==> config.mk <==
export PLATFORM = sky130hd
export DESIGN_NAME = serial_comparator
export DESIGN_NICKNAME = d
export VERILOG_FILES = /design/src/rtl/comparator_pkg.sv /design/src/rtl/greater.sv /design/src/rtl/serial_comparator.sv
export SDC_FILE = /design/constraint.sdc
export NUM_CORES = 1
export LEC_CHECK = 0
export ABC_AREA = 0
export CORE_MARGIN = 5
export CORE_UTILIZATION = 57
export CTS_BUF_LIST = sky130_fd_sc_hd__clkbuf_8
export DETAILED_ROUTE_END_ITERATION = 7
export PLACE_DENSITY = 0.86
export REMOVE_ABC_BUFFERS = 1
export SETUP_SLACK_MARGIN = 0.4
export SLEW_MARGIN = 15
export SYNTH_ARGS = -nofsm -noshare
export SYNTH_HDL_FRONTEND = slang
export SYNTH_SLANG_ARGS = --single-unit
==> constraint.sdc <==
create_clock -name clk -period 4 [get_ports clk]
set_input_delay 0.8 -clock clk [delete_from_list [all_inputs] [get_ports clk]]
set_output_delay 0.8 -clock clk [all_outputs]
set_load 0.03 [all_outputs]
==> src/rtl/comparator_pkg.sv <==
// Shared types and helpers for the serial magnitude comparator.
package comparator_pkg;

  typedef enum logic [1:0] {
    StIdle,
    StRun,
    StDone
  } state_e;

  // Slice counter width; never narrower than one bit so WIDTH=2 still has a counter.
  function automatic int unsigned cnt_width(input int unsigned slices);
    int unsigned w;
    w = $clog2(slices);
    return (w < 1) ? 1 : w;
  endfunction

endpackage

==> src/rtl/greater.sv <==
// 2-bit unsigned greater-than cell, purely combinational.
module greater (
  input  logic [1:0] a,
  input  logic [1:0] b,
  output logic       y
);

  assign y = (a > b);

endmodule

==> src/rtl/serial_comparator.sv <==
// Multi-cycle magnitude comparator: walks operands MSB slice first through two
// 2-bit greater cells and holds a registered gt/eq/lt result on a valid/ready handshake.
module serial_comparator
  import comparator_pkg::*;
#(
  parameter int unsigned WIDTH = 8
) (
  input  logic             clk,
  input  logic             rst,
  input  logic             in_valid,
  output logic             in_ready,
  input  logic [WIDTH-1:0] a,
  input  logic [WIDTH-1:0] b,
  output logic             out_valid,
  input  logic             out_ready,
  output logic             gt,
  output logic             eq,
  output logic             lt
);

  localparam int unsigned SLICES = WIDTH / 2;
  localparam int unsigned CNT_W  = cnt_width(SLICES);

  if ((WIDTH == 0) || (WIDTH % 2 != 0)) begin : g_width_check
    $error("serial_comparator: WIDTH must be even and at least 2");
  end

  state_e state_q, state_d;

  logic [WIDTH-1:0] sa_q, sb_q;
  logic [CNT_W-1:0] cnt_q;
  logic             decided_q, gt_r_q;
  logic             out_valid_q, gt_q, eq_q, lt_q;

  logic             s_gt, s_lt;
  logic             decided_nx, gt_r_nx;
  logic             last_slice;

  greater u_greater_ab (
    .a (sa_q[WIDTH-1 -: 2]),
    .b (sb_q[WIDTH-1 -: 2]),
    .y (s_gt)
  );

  greater u_greater_ba (
    .a (sb_q[WIDTH-1 -: 2]),
    .b (sa_q[WIDTH-1 -: 2]),
    .y (s_lt)
  );

  assign last_slice = (cnt_q == '0);

  // First differing slice wins; later slices cannot overturn it.
  always_comb begin
    decided_nx = decided_q;
    gt_r_nx    = gt_r_q;
    if (!decided_q) begin
      if (s_gt) begin
        decided_nx = 1'b1;
        gt_r_nx    = 1'b1;
      end else if (s_lt) begin
        decided_nx = 1'b1;
        gt_r_nx    = 1'b0;
      end
    end
  end

  // State register
  always_ff @(posedge clk) begin
    if (rst) begin
      state_q <= StIdle;
    end else begin
      state_q <= state_d;
    end
  end

  // Next-state logic
  always_comb begin
    state_d = state_q;
    case (state_q)
      StIdle:  if (in_valid)   state_d = StRun;
      StRun:   if (last_slice) state_d = StDone;
      StDone:  if (out_ready)  state_d = StIdle;
      default: state_d = StIdle;
    endcase
  end

  // Datapath and result registers
  always_ff @(posedge clk) begin
    if (rst) begin
      sa_q        <= '0;
      sb_q        <= '0;
      cnt_q       <= '0;
      decided_q   <= 1'b0;
      gt_r_q      <= 1'b0;
      out_valid_q <= 1'b0;
      gt_q        <= 1'b0;
      eq_q        <= 1'b0;
      lt_q        <= 1'b0;
    end else begin
      case (state_q)
        StIdle: begin
          if (in_valid) begin
            sa_q      <= a;
            sb_q      <= b;
            decided_q <= 1'b0;
            gt_r_q    <= 1'b0;
            cnt_q     <= CNT_W'(SLICES - 1);
          end
        end
        StRun: begin
          sa_q      <= sa_q << 2;
          sb_q      <= sb_q << 2;
          decided_q <= decided_nx;
          gt_r_q    <= gt_r_nx;
          if (!last_slice) begin
            cnt_q <= cnt_q - CNT_W'(1);
          end else begin
            gt_q        <= decided_nx & gt_r_nx;
            lt_q        <= decided_nx & ~gt_r_nx;
            eq_q        <= ~decided_nx;
            out_valid_q <= 1'b1;
          end
        end
        StDone: begin
          if (out_ready) begin
            out_valid_q <= 1'b0;
            gt_q        <= 1'b0;
            eq_q        <= 1'b0;
            lt_q        <= 1'b0;
          end
        end
        default: ;
      endcase
    end
  end

  // Outputs
  always_comb begin
    in_ready  = (state_q == StIdle) & ~rst;
    out_valid = out_valid_q;
    gt        = gt_q;
    eq        = eq_q;
    lt        = lt_q;
  end

endmodule

### Word level (Yosys, flattened, before mapping)

Cells that the tools add are included.

* register bits: 26
* bits of input ports: 20
* output and inout bits: 5
* word-level logic and storage cells: 62

* add/subtract/negate cells: 1
* magnitude comparators: 2
* equality and inequality tests: 6
* multiplexer cells: 29
* bitwise operators: 6
* reduce and logical (&&, ||, !) cells: 8

Operators by type and width (number)
* 8-bit one-hot mux with 2 select lines: 2
* 8-bit 2-to-1 mux: 2
* 1-bit 2-to-1 mux: 12
* 1-bit one-hot mux with 2 select lines: 6
* 2-bit 2-to-1 mux: 5
* 3-bit AND reduction: 3
* 2-bit inequality test (second input constant): 4
* 2-bit one-hot mux with 3 select lines: 1
* 2-bit greater-than comparator: 2
* 2-bit logical NOT: 2
* 2-bit one-hot mux with 2 select lines: 1
* 2-bit nonzero test: 2
* 1-bit bitwise AND: 3
* 1-bit NOT: 3
* 2-bit by 1-bit == test with 1-bit output (second input constant): 1
* 2-bit == test (second input constant): 1
* 2-bit AND reduction: 1
* 2-bit by 1-bit subtractor with 2-bit output (second input constant): 1

### Longest topological paths before layout

* depth after elaboration: 8
* mapped depth: 6
* gate-level depth less buffers: 6

### Modules after synthesis

From an unflattened synthesis, not the netlist that was laid out.

* cells, all modules: 146
* area total of the unflattened synthesis: 1290.0 um2

By module, submodules not included
* serial_comparator: instances 1, cells an instance 134, area an instance 1194.9 um2
* greater: instances 2, cells an instance 6, area an instance 47.5 um2

### Worst setup path after synthesis

Ideal clock, no wire load.

* path type: in2out
* from: input rst
* to: output in_ready
* arrival: 1.851 ns
* data required time: 3.200 ns
* slack: 1.349 ns
* stages on the path: 3
* cells stage by stage: clkbuf_1 -> buf_1 -> nor3_1

* cells in the longest elaborated chain, start to end: 2

Ends and longest elaborated chain
* from (decl): line serial_comparator.sv:9 `input logic rst,`
* 1-bit NOT: line serial_comparator.sv:140 `in_ready = (state_q == StIdle) & ~rst;`
* 1-bit bitwise AND: line serial_comparator.sv:140
* to (decl): line serial_comparator.sv:11 `output logic in_ready,`

Every way passes these cells.

### Worst setup path in the final report

Ends and elaborated chain as after synthesis.

==> reports/results.ini <==
[synth]
synth-edff-count=0
synth-seq-area-share=0.3936
ys_seq_elements=26
synth_ff_type=dfxtp_1
synthDistinctLibCells=33
async_reset_ff_frac=0
yosysWarningCount=0
syn_inst=166
syn_area_um2=1323
synth.avg_cell_area_um2=7.967

[power_and_ir_drop]
intPower_mw=0.4600
peakVddDrop_v=0.0003075
power.leakage_nw=0.6338
pwr-share-comb=0.266
power_density_nw_per_um2=406.0
pwr-share-clk=0.257
switching_share=0.2920
switching_power_mw=0.1897
p_seq_frac=0.477

[sta]
clock_skew_ns=0.001029
fin_crit_sh=0.7183
rsz0062_at_grt=false
max_freq_mhz=348.0
max_slew_margin=0.5290
worstMarginPinSlew_ns=0.7056
slew_violations=0
hold_violations=0
fin_crit_ns=2.873
holdWs_ns=0.4587
setup_viol_count_final=0
tns_ns=0

[die]
core_area_um2=2212
dieArea_um2=3384
die_w_um=58.17
initial_core_util=0.5979
std_cell_rows=17
die_y_um=58.17
ios=25

[clock_tree]
holdBufCountCts=0
clk_pin_slew_worst_paths_ns=0.09
cts_setup_buffers=0
cts_tree=built
clockBufferDepth=2
ctsResizeCount=0
clock_sinks=26
cts_buffers=3
cts_max_level=1
root_buffer=clkbuf_8
clock_latency_ns=0.26

[place]
place_hpwl_um=2025
io_buffers=24
gp_congestion=0.7467

[cells_and_area]
nets=209
multi_input_area_um2=693.2
diodes=0
syn_to_final_growth_pct=21.00
drive_gt1_frac=0.07027
final_util=0.7234
n_fill_cell=177
regArea_um2=520.5

[detailed_routing]
vias=1226
drtIter0Drc=42
detail_route.wl_per_cell_um=13.89
drtAntennaViolNets=0
viasPerCell=5.756
wirelength_um=2959
route.detailed.drc=0
firstDrtPassIters=4

[global_routing]
grt_pass1_wl_um=5595
antenna_found_initial=0
grt_pass1_vias=1297
grt_usage=0.2042
grt_max_degree=34
grt_overflow=0

[critical_path]
critPathLaunchType=input port
crit_type=input port to output pin
cp.required_ns=3.20
crit_path_end_kind=output pin
path_max_fanout=2
worstPathArrival_ns=2.07

[job]
cap_violations=0

[outcome]
outcome=completed

[min_path]
worstHoldPathType=flip-flop to flip-flop

-- path summary, 6_finish.rpt --
check,depth (start not counted),from,end,slack (ns)
worst max-delay path,3,rst,in_ready,1.13
worst min-delay path,2,lt$_SDFFE_PP0P_,lt$_SDFFE_PP0P_,0.46
worst max register to register,3,state_q[0]$_SDFFE_PP0P_,cnt_q[0]$_SDFFE_PP0P_,2.36
worst min register to register,2,lt$_SDFFE_PP0P_,lt$_SDFFE_PP0P_,0.46
-- power by group through the flow --
stage	Sequential (mW)	Combinational (mW)	Clock (mW)
finish	0.310	0.173	0.167
CTS	0.309	0.172	0.172
global placement	0.312	0.165	0
floorplan	0.318	0.106	0
detailed placement	0.315	0.170	0
global route	0.314	0.194	0.184
-- per-stage QoR --
stage	cells	power, mW	setup WS (ns)	instance area, um2
CTS	213	0.6537	1.107	1600
detailed placement	209	0.4855	1.123	1545
floorplan	155	0.4238	1.748	1255
global placement	209	0.4771	1.115	1545
global route	213	0.6912	1.069	1600
finish	213	0.6497	1.127	1600
-- cells in the mapped netlist, types with 3 or more instances --
cell type | number | share of area
buf_4 | 4 | 0.023
dfxtp_1 | 26 | 0.39
nor3_1 | 7 | 0.026
o22ai_1 | 7 | 0.033
o21ai_0 | 7 | 0.026
a2bb2oi_1 | 8 | 0.053
nor2b_1 | 9 | 0.043
nor2_1 | 26 | 0.074
nand2b_1 | 5 | 0.024
a21oi_1 | 23 | 0.087
ha_1 | 3 | 0.028
nand2_1 | 6 | 0.017
buf_2 | 3 | 0.011
inv_1 | 10 | 0.028
-- worst max-delay path: stages --
cell and delay (ns):
clkdlybuf4s50_1 0.42, nor3_1 0.14, clkdlybuf4s50_1 0.71
-- logic make-up (layout without fill, tap and decap cells) --
group                      count (synthesis)  in the layout  synth area share
AOI/OAI and AO/OA                         53             53            0.2602
adders and majority gates                  3              3           0.02839
buffers and inverters                     22             41           0.08231
DFF                                       26             26            0.3936
muxes                                      1              1          0.008514
and+or+nand+nor                           61             61            0.2271
-- metal layers --
metal  vias to the layer above  global-route usage  routed length (um)
met5                         -                   0                   0
met4                         0             0.07285                  16
met3                         2             0.04454                 135
met2                        39              0.3597                1508
met1                       571              0.2419                1299
li1                        614                   -                   -
-- cell type report --
class	count	area share
Timing Repair Buffer	26	0.1595
Clock buffer	4	0.03440
Inverter	11	0.02580
Multi-Input combinational cell	118	0.4332
Tap cell	28	0.02189
Sequential cell	26	0.3253
-- registers in the layout (all words and copies together) (netlist names), 2 cells and up --
name and count:
sa_q 8, state_q 2, cnt_q 2, sb_q 8
-- layout by cell type, fill, tap and decap left out --
master,n
nor2b_1,9
a221oi_2,1
o22ai_1,7
a2bb2oi_1,8
nand3b_1,1
a31oi_2,1
nor2_1,26
and3b_1,1
mux2_2,1
inv_2,1
buf_4,2
o221a_2,2
inv_1,10
and2b_1,1
nor3b_1,1
nor3_1,7
nand2b_1,5
clkdlybuf4s50_1,24
a22oi_1,2
or2_2,1
o31ai_1,1
nand3_1,1
nand2_1,6
ha_1,3
o21ai_0,7
a21oi_1,23
nand4b_1,1
clkbuf_8,4
and3_1,1
dfxtp_1,26
a211oi_1,1
Note: power is estimated with default switching activity, not from simulation.
